$ cat src/rtl/regfile_write_arbiter_if.sv
// rtl/regfile_write_arbiter_if.sv - request bundle and registered write port of the register-file write arbiter
interface regfile_write_arbiter_if #(
  parameter int N_REQ = 4,
  parameter int WIDTH = 32
);
  localparam int GW = $clog2(N_REQ);

  logic                   stall;
  logic [N_REQ-1:0]       req_valid;
  logic [5*N_REQ-1:0]     req_addr;
  logic [WIDTH*N_REQ-1:0] req_data;
  logic [N_REQ-1:0]       req_ready;
  logic                   wr_ena;
  logic [4:0]             wr_addr;
  logic [WIDTH-1:0]       wr_data;
  logic [GW-1:0]          last_grant;

  modport master (
    output stall,
    output req_valid,
    output req_addr,
    output req_data,
    input  req_ready,
    input  wr_ena,
    input  wr_addr,
    input  wr_data,
    input  last_grant
  );

  modport slave (
    input  stall,
    input  req_valid,
    input  req_addr,
    input  req_data,
    output req_ready,
    output wr_ena,
    output wr_addr,
    output wr_data,
    output last_grant
  );
endinterface

$ cat src/rtl/regfile_write_arbiter.sv
// rtl/regfile_write_arbiter.sv - round-robin arbiter sharing the single register-file write port
module regfile_write_arbiter #(
  parameter int N_REQ = 4,
  parameter int WIDTH = 32
) (
  input  logic                   clk,
  input  logic                   rst,
  regfile_write_arbiter_if.slave bus
);
  localparam int GW = $clog2(N_REQ);

  logic [GW-1:0]    last_grant_q, last_grant_d;
  logic             wr_ena_q, wr_ena_d;
  logic [4:0]       wr_addr_q, wr_addr_d;
  logic [WIDTH-1:0] wr_data_q, wr_data_d;

  logic [GW-1:0]    grant_idx;
  logic             grant_any;
  logic             grant_en;
  logic [N_REQ-1:0] ready;
  logic [4:0]       sel_addr;
  logic [WIDTH-1:0] sel_data;

  function automatic logic [GW-1:0] rr_index(input logic [GW-1:0] base, input int step);
    int sum;
    sum = int'(base) + step;
    if (sum >= N_REQ) sum = sum - N_REQ;
    return GW'(sum);
  endfunction

  // Walk the ring from farthest to nearest so the nearest valid requester after last_grant wins.
  always_comb begin
    grant_idx = '0;
    grant_any = 1'b0;
    for (int k = N_REQ; k >= 1; k--) begin
      if (bus.req_valid[rr_index(last_grant_q, k)]) begin
        grant_idx = rr_index(last_grant_q, k);
        grant_any = 1'b1;
      end
    end
  end

  assign grant_en = grant_any & ~bus.stall & ~rst;
  assign ready    = grant_en ? ({{(N_REQ-1){1'b0}}, 1'b1} << grant_idx) : '0;
  assign sel_addr = bus.req_addr[5*int'(grant_idx) +: 5];
  assign sel_data = bus.req_data[WIDTH*int'(grant_idx) +: WIDTH];

  // Register 0 writes still complete the handshake and advance priority; only wr_ena is suppressed.
  always_comb begin
    last_grant_d = last_grant_q;
    wr_addr_d    = wr_addr_q;
    wr_data_d    = wr_data_q;
    wr_ena_d     = 1'b0;
    if (grant_en) begin
      last_grant_d = grant_idx;
      wr_addr_d    = sel_addr;
      wr_data_d    = sel_data;
      wr_ena_d     = (sel_addr != 5'd0);
    end
  end

  always_ff @(posedge clk) begin
    if (rst) begin
      last_grant_q <= GW'(N_REQ - 1);
      wr_ena_q     <= 1'b0;
      wr_addr_q    <= 5'd0;
      wr_data_q    <= '0;
    end else begin
      last_grant_q <= last_grant_d;
      wr_ena_q     <= wr_ena_d;
      wr_addr_q    <= wr_addr_d;
      wr_data_q    <= wr_data_d;
    end
  end

  assign bus.req_ready  = ready;
  assign bus.wr_ena     = wr_ena_q;
  assign bus.wr_addr    = wr_addr_q;
  assign bus.wr_data    = wr_data_q;
  assign bus.last_grant = last_grant_q;
endmodule

$ cat src/flat_wrapper.sv
// flat-port wrapper written by rule: the top's interface ports become plain ports
module regfile_write_arbiter_flat 
#(
  parameter int N_REQ = 4,
  parameter int WIDTH = 32
)
  (clk, rst, bus_stall, bus_req_valid, bus_req_addr, bus_req_data, bus_req_ready, bus_wr_ena, bus_wr_addr, bus_wr_data, bus_last_grant);
  regfile_write_arbiter_if #(.N_REQ(N_REQ), .WIDTH(WIDTH)) bus_i ();
  input  logic clk;
  input  logic rst;
  input wire logic [$bits(bus_i.stall)-1:0] bus_stall;
  input wire logic [$bits(bus_i.req_valid)-1:0] bus_req_valid;
  input wire logic [$bits(bus_i.req_addr)-1:0] bus_req_addr;
  input wire logic [$bits(bus_i.req_data)-1:0] bus_req_data;
  output wire logic [$bits(bus_i.req_ready)-1:0] bus_req_ready;
  output wire logic [$bits(bus_i.wr_ena)-1:0] bus_wr_ena;
  output wire logic [$bits(bus_i.wr_addr)-1:0] bus_wr_addr;
  output wire logic [$bits(bus_i.wr_data)-1:0] bus_wr_data;
  output wire logic [$bits(bus_i.last_grant)-1:0] bus_last_grant;
  assign bus_i.stall = bus_stall;
  assign bus_i.req_valid = bus_req_valid;
  assign bus_i.req_addr = bus_req_addr;
  assign bus_i.req_data = bus_req_data;
  assign bus_req_ready = bus_i.req_ready;
  assign bus_wr_ena = bus_i.wr_ena;
  assign bus_wr_addr = bus_i.wr_addr;
  assign bus_wr_data = bus_i.wr_data;
  assign bus_last_grant = bus_i.last_grant;
  regfile_write_arbiter #(.N_REQ(N_REQ), .WIDTH(WIDTH)) u_core (.clk(clk), .rst(rst), .bus(bus_i));
endmodule
$ cat config.mk
export PLATFORM = sky130hd
export DESIGN_NAME = regfile_write_arbiter_flat
export DESIGN_NICKNAME = d
export VERILOG_FILES = /design/src/rtl/regfile_write_arbiter_if.sv /design/src/rtl/regfile_write_arbiter.sv /design/src/flat_wrapper.sv
export SDC_FILE = /design/constraint.sdc
export NUM_CORES = 1
export LEC_CHECK = 0
export CORE_MARGIN = 5
export CORE_UTILIZATION = 29
export CTS_CLUSTER_SIZE = 8
export DETAILED_ROUTE_END_ITERATION = 10
export PLACE_DENSITY = 0.77
export SYNTH_ARGS = -nofsm -noshare
export SYNTH_HDL_FRONTEND = slang
export SYNTH_SLANG_ARGS = --single-unit
$ cat constraint.sdc
create_clock -name clk -period 2 [get_ports clk]
set_input_delay 0.4 -clock clk [delete_from_list [all_inputs] [get_ports clk]]
set_output_delay 0.4 -clock clk [all_outputs]
set_load 0.005 [all_outputs]
==> results <==
[worst min-delay path by stage]
stage                                   endpoint  slack, ns
after global routing       u_core.bus.wr_addr[2]       0.50
after CTS                 u_core.bus.wr_data[23]       0.48
after detailed placement  u_core.bus.wr_data[23]       0.46
after global placement     u_core.bus.wr_addr[4]       0.45
after floorplan            u_core.bus.wr_addr[2]       0.44
final                      u_core.bus.wr_addr[4]       0.47
[flip-flops by register name, summed over array words and instances (netlist names)]
signal	count
u_core.bus.wr_data	32
u_core.bus.wr_ena	1
u_core.bus.last_grant	2
u_core.bus.wr_addr	5
[synthesized netlist by cell type, drive strengths merged]
cell type,count
a22o,34
mux2,3
nor2b,1
and2b,1
nor2,5
o221a,1
o32a,1
o21ai,4
o31ai,1
nand2,7
a21oi,1
a41oi,1
a311oi,1
a211o,2
mux4,34
a21o,1
dfxtp,40
a311o,1
or2,1
and3,2
nand3b,1
inv,1
nor3,5
mux2i,7
clkbuf,8
buf,9
[layout make-up]
class,instances,area (um^2),share of cell area
Sequential cell,40,805,0.165
Clock buffer,5,68.8,0.0141
Multi-Input combinational cell,115,1480,0.303
Tap cell,102,128,0.0261
Timing Repair Buffer,236,2380,0.487
Clock inverter,3,18.8,0.00384
Inverter,1,3.75,0.000769
[per-layer routing]
layer / track usage / wire [um] / part of all wire
met5: 0 / 0 / 0
met2: 0.345 / 5080 / 0.52
met3: 0.0624 / 908 / 0.092
met1: 0.219 / 3750 / 0.38
met4: 0.0515 / 92 / 0.0094
[power groups by stage]
stage / logic [mW] / registers [mW] / clock network [mW]
finish: 1.23 / 0.924 / 0.554
global route: 1.32 / 0.935 / 0.611
CTS: 1.20 / 0.925 / 0.578
detailed placement: 1.10 / 0.942 / 0
global placement: 1.09 / 0.938 / 0
floorplan: 0.501 / 0.943 / 0
[metrics by stage]
step	hold WS (ns)	setup TNS [ns]
floorplan	0.442	0
global placement	0.446	-26.46
detailed placement	0.458	-28.39
CTS	0.483	-0.232
global route	0.501	-2.25
finish	0.474	-0.0838
[worst max-delay path, delay by kind of cell]
| kind | cells | cell delay, ns |
|---|---|---|
| buf+inv | 4 | 0.66 |
| simple gates | 2 | 0.22 |
| compound gates | 1 | 0.36 |
[kinds of logic (layout without fill, tap and decap cells)]
kind of cell,after synthesis,in the layout,share of synthesized area
mux,44,44,0.375
compound gates,48,48,0.185
buf+inv,18,245,0.0480
simple gates,23,23,0.0474
flops,40,40,0.345
[what timing repair did]
| item | CTS | global route |
|---|---|---|
| hold buffers | 0 | 0 |
| gates resized for setup | 50 | 17 |
| buffers inserted | 15 | 0 |
| pin swaps | 7 | 7 |
| setup endpoints to repair | 42 | 40 |
| cloned | 1 | 1 |
==> report_table.html <==
<table>
<tr><th>Metric</th><th>Value</th></tr>
<tr><th colspan="2">GRT</th></tr>
<tr><td>Via count of the first global-routing pass</td><td>2686</td></tr>
<tr><td>Largest net degree at the start of global routing</td><td>38</td></tr>
<tr><td>Initial antenna violation count</td><td>0</td></tr>
<tr><td>First-pass GRT wire length</td><td>14.8 mm</td></tr>
<tr><td>Global route total overflow</td><td>0</td></tr>
<tr><td>GRT Util Overall</td><td>0.192</td></tr>
<tr><th colspan="2">Power and ir drop</th></tr>
<tr><td>Net Sw Power</td><td>0.738 mW</td></tr>
<tr><td>Portion of total power attributed to the clock network</td><td>0.204</td></tr>
<tr><td>Maximum vdd drop</td><td>0.262 mV</td></tr>
<tr><td>Share of power burned in combinational logic</td><td>0.455</td></tr>
<tr><td>Switching part of the total power</td><td>0.272</td></tr>
<tr><td>P_leak</td><td>1.89 nW</td></tr>
<tr><td>Power Internal</td><td>1.97 mW</td></tr>
<tr><td>Sequential power share</td><td>0.341</td></tr>
<tr><td>Power, Total</td><td>2.71 mW</td></tr>
<tr><td>Power Density</td><td>555 mW/mm^2</td></tr>
<tr><th colspan="2">Clock tree</th></tr>
<tr><td>Latest clock arrival within the worst-skew pair</td><td>0.30 ns</td></tr>
<tr><td>Htree depth</td><td>2</td></tr>
<tr><td>Buffer type at the clock tree root</td><td>sky130_fd_sc_hd__clkbuf_8</td></tr>
<tr><td>Clk pin slew, worst setup/hold paths</td><td>0.08 ns</td></tr>
<tr><td>TritonCTS clock tree</td><td>built</td></tr>
<tr><td>Maximum buffer depth of the clock tree</td><td>2</td></tr>
<tr><td>Total CTS buffers</td><td>5</td></tr>
<tr><td>CTS sink count</td><td>40</td></tr>
<tr><th colspan="2">Critical path</th></tr>
<tr><td>Critical-path cell list</td><td>clkdlybuf4s15_2 -&gt; nor2_1 -&gt; buf_4 -&gt; a311o_1 -&gt; buf_6 -&gt; nor3_4 -&gt; buf_2</td></tr>
<tr><td>First element of the critical path</td><td>bus_req_valid[3]</td></tr>
<tr><td>Maximum net fanout on the critical path</td><td>5</td></tr>
<tr><td>Capture point of the worst path</td><td>bus_req_ready[3]</td></tr>
<tr><td>Kind of start point of the critical path</td><td>input pin</td></tr>
<tr><td>Endpoint of the worst-slack reg-to-reg timing path</td><td>u_core.bus.wr_data[25]</td></tr>
<tr><td>Worst path required time</td><td>around 1.6 ns</td></tr>
<tr><td>Crit path DAT</td><td>1.65 ns</td></tr>
<tr><td>Cell with the largest stage delay on the worst path</td><td>sky130_fd_sc_hd__a311o_1</td></tr>
<tr><td>Reg-to-reg critical path startpoint</td><td>u_core.bus.last_grant[1]</td></tr>
<tr><td>Category of the critical setup timing path</td><td>in2out</td></tr>
<tr><td>Critical Path Max Stage Delay</td><td>0.36 ns</td></tr>
<tr><td>Worst r2r path cells</td><td>7</td></tr>
<tr><td>Type of destination of the critical path</td><td>output port</td></tr>
<tr><td>R2R setup slack</td><td>-0.01 ns</td></tr>
<tr><th colspan="2">Timing</th></tr>
<tr><td>Number of failing hold endpoints at the final stage</td><td>0</td></tr>
<tr><td>Fin. max-slew vios</td><td>0</td></tr>
<tr><td>Minimum clock period</td><td>about 2.0 ns</td></tr>
<tr><td>Worst slew pin tran</td><td>0.911 ns</td></tr>
<tr><td>Final setup vio count</td><td>4</td></tr>
<tr><td>RSZ-0062 raised after global routing</td><td>true</td></tr>
<tr><td>Fmax</td><td>~500 MHz</td></tr>
<tr><td>Remaining max-slew budget at the tightest pin</td><td>0.392</td></tr>
<tr><td>Clock skew</td><td>0.0134 ns</td></tr>
<tr><td>Post-route setup slack</td><td>-0.0462 ns</td></tr>
<tr><td>Final period utilization</td><td>1.02</td></tr>
<tr><th colspan="2">Finish</th></tr>
<tr><td>Syn-to-layout area delta</td><td>110%</td></tr>
<tr><td>Most common cell after layout, fill and taps aside</td><td>sky130_fd_sc_hd__clkdlybuf4s50_1</td></tr>
<tr><td>Final core occ</td><td>0.629</td></tr>
<tr><td>Share of layout cells above drive strength 1</td><td>0.265</td></tr>
<tr><td>Layout Nets</td><td>554</td></tr>
<tr><td>Non-filler instance count after layout</td><td>502</td></tr>
<tr><td>Filler cells</td><td>644</td></tr>
<tr><td>Design Area, Final</td><td>between 0.004 and 0.005 mm^2</td></tr>
<tr><td>Number of inserted diodes</td><td>0</td></tr>
<tr><td>Leading cell types in the layout, fill and taps excluded</td><td>sky130_fd_sc_hd__clkdlybuf4s50_1, sky130_fd_sc_hd__dfxtp_1, sky130_fd_sc_hd__mux4_2, sky130_fd_sc_hd__a22o_1, sky130_fd_sc_hd__buf_4</td></tr>
<tr><th colspan="2">Die</th></tr>
<tr><td>Total number of placement rows</td><td>32</td></tr>
<tr><td>Area of the die</td><td>0.00989 mm^2</td></tr>
<tr><td>Starting density of the core</td><td>0.299</td></tr>
<tr><td>Core Area</td><td>0.00777 mm^2</td></tr>
<tr><td>Chip width</td><td>99.5 um</td></tr>
<tr><td>Die Y-Extent</td><td>99.5 um</td></tr>
<tr><td>IO Pins</td><td>199</td></tr>
<tr><th colspan="2">Logic synthesis</th></tr>
<tr><td>Post-synthesis sequential area ratio</td><td>0.345</td></tr>
<tr><td>Number of distinct standard cells referenced by the synthesized netlist</td><td>29</td></tr>
<tr><td>Average cell area after synthesis</td><td>around 13 um^2</td></tr>
<tr><td>Number of synthesized register bits</td><td>40</td></tr>
<tr><td>Area share of the leading cell type in the synthesized netlist</td><td>0.345</td></tr>
<tr><td>Number of standard cells after synthesis</td><td>between 150 and 200</td></tr>
<tr><td>Net Count, Synth</td><td>between 300 and 400</td></tr>
<tr><td>Cell accounting for the most synthesized area</td><td>sky130_fd_sc_hd__dfxtp_1</td></tr>
<tr><td>Cell Area, Synth</td><td>0.00232 mm^2</td></tr>
<tr><td>Number of warnings issued by yosys</td><td>0</td></tr>
<tr><td>Biggest area contributors in the synthesized netlist</td><td>sky130_fd_sc_hd__dfxtp_1, sky130_fd_sc_hd__mux4_2, sky130_fd_sc_hd__a22o_1, sky130_fd_sc_hd__mux2i_1, sky130_fd_sc_hd__buf_6</td></tr>
<tr><th colspan="2">Hold path</th></tr>
<tr><td>Number of cells traversed by the worst hold path</td><td>2</td></tr>
<tr><td>Hold Crit Start</td><td>u_core.bus.wr_addr[4]</td></tr>
<tr><td>Min-Delay Path Class</td><td>reg2reg</td></tr>
<tr><th colspan="2">Placed design</th></tr>
<tr><td>Number of buffers added on ports</td><td>198</td></tr>
<tr><td>Routability cong.</td><td>0.859</td></tr>
<tr><td>Minimum setup slack after placement</td><td>-0.728 ns</td></tr>
<tr><td>Placed cell areas</td><td>~0.0045 mm^2</td></tr>
<tr><td>Post-placement cell count</td><td>478</td></tr>
<tr><td>DPL Wire Length</td><td>7.66 mm</td></tr>
<tr><th colspan="2">Drt</th></tr>
<tr><td>Number of design-rule violations left by the first detailed-router iteration</td><td>between 60 and 70</td></tr>
<tr><td>Post-detailed-route wirelength per cell</td><td>approximately 20 um</td></tr>
<tr><td>Number of nets with antenna violations after routing</td><td>0</td></tr>
<tr><td>Detailed-route via count</td><td>2535</td></tr>
<tr><td>Vias per inst</td><td>5.05</td></tr>
<tr><td>Routed WL</td><td>a little under 10 mm</td></tr>
<tr><td>Drt first pass iters</td><td>4</td></tr>
<tr><td>DRC</td><td>0</td></tr>
<tr><th colspan="2">Flow run</th></tr>
<tr><td>Max-capacitance violation count</td><td>0</td></tr>
<tr><th colspan="2">Status</th></tr>
<tr><td>Violated checks</td><td>negative setup slack</td></tr>
<tr><td>Result of the run</td><td>finished, violations left</td></tr>
</table>
No activity file was read; power rests on OpenSTA's default activity.
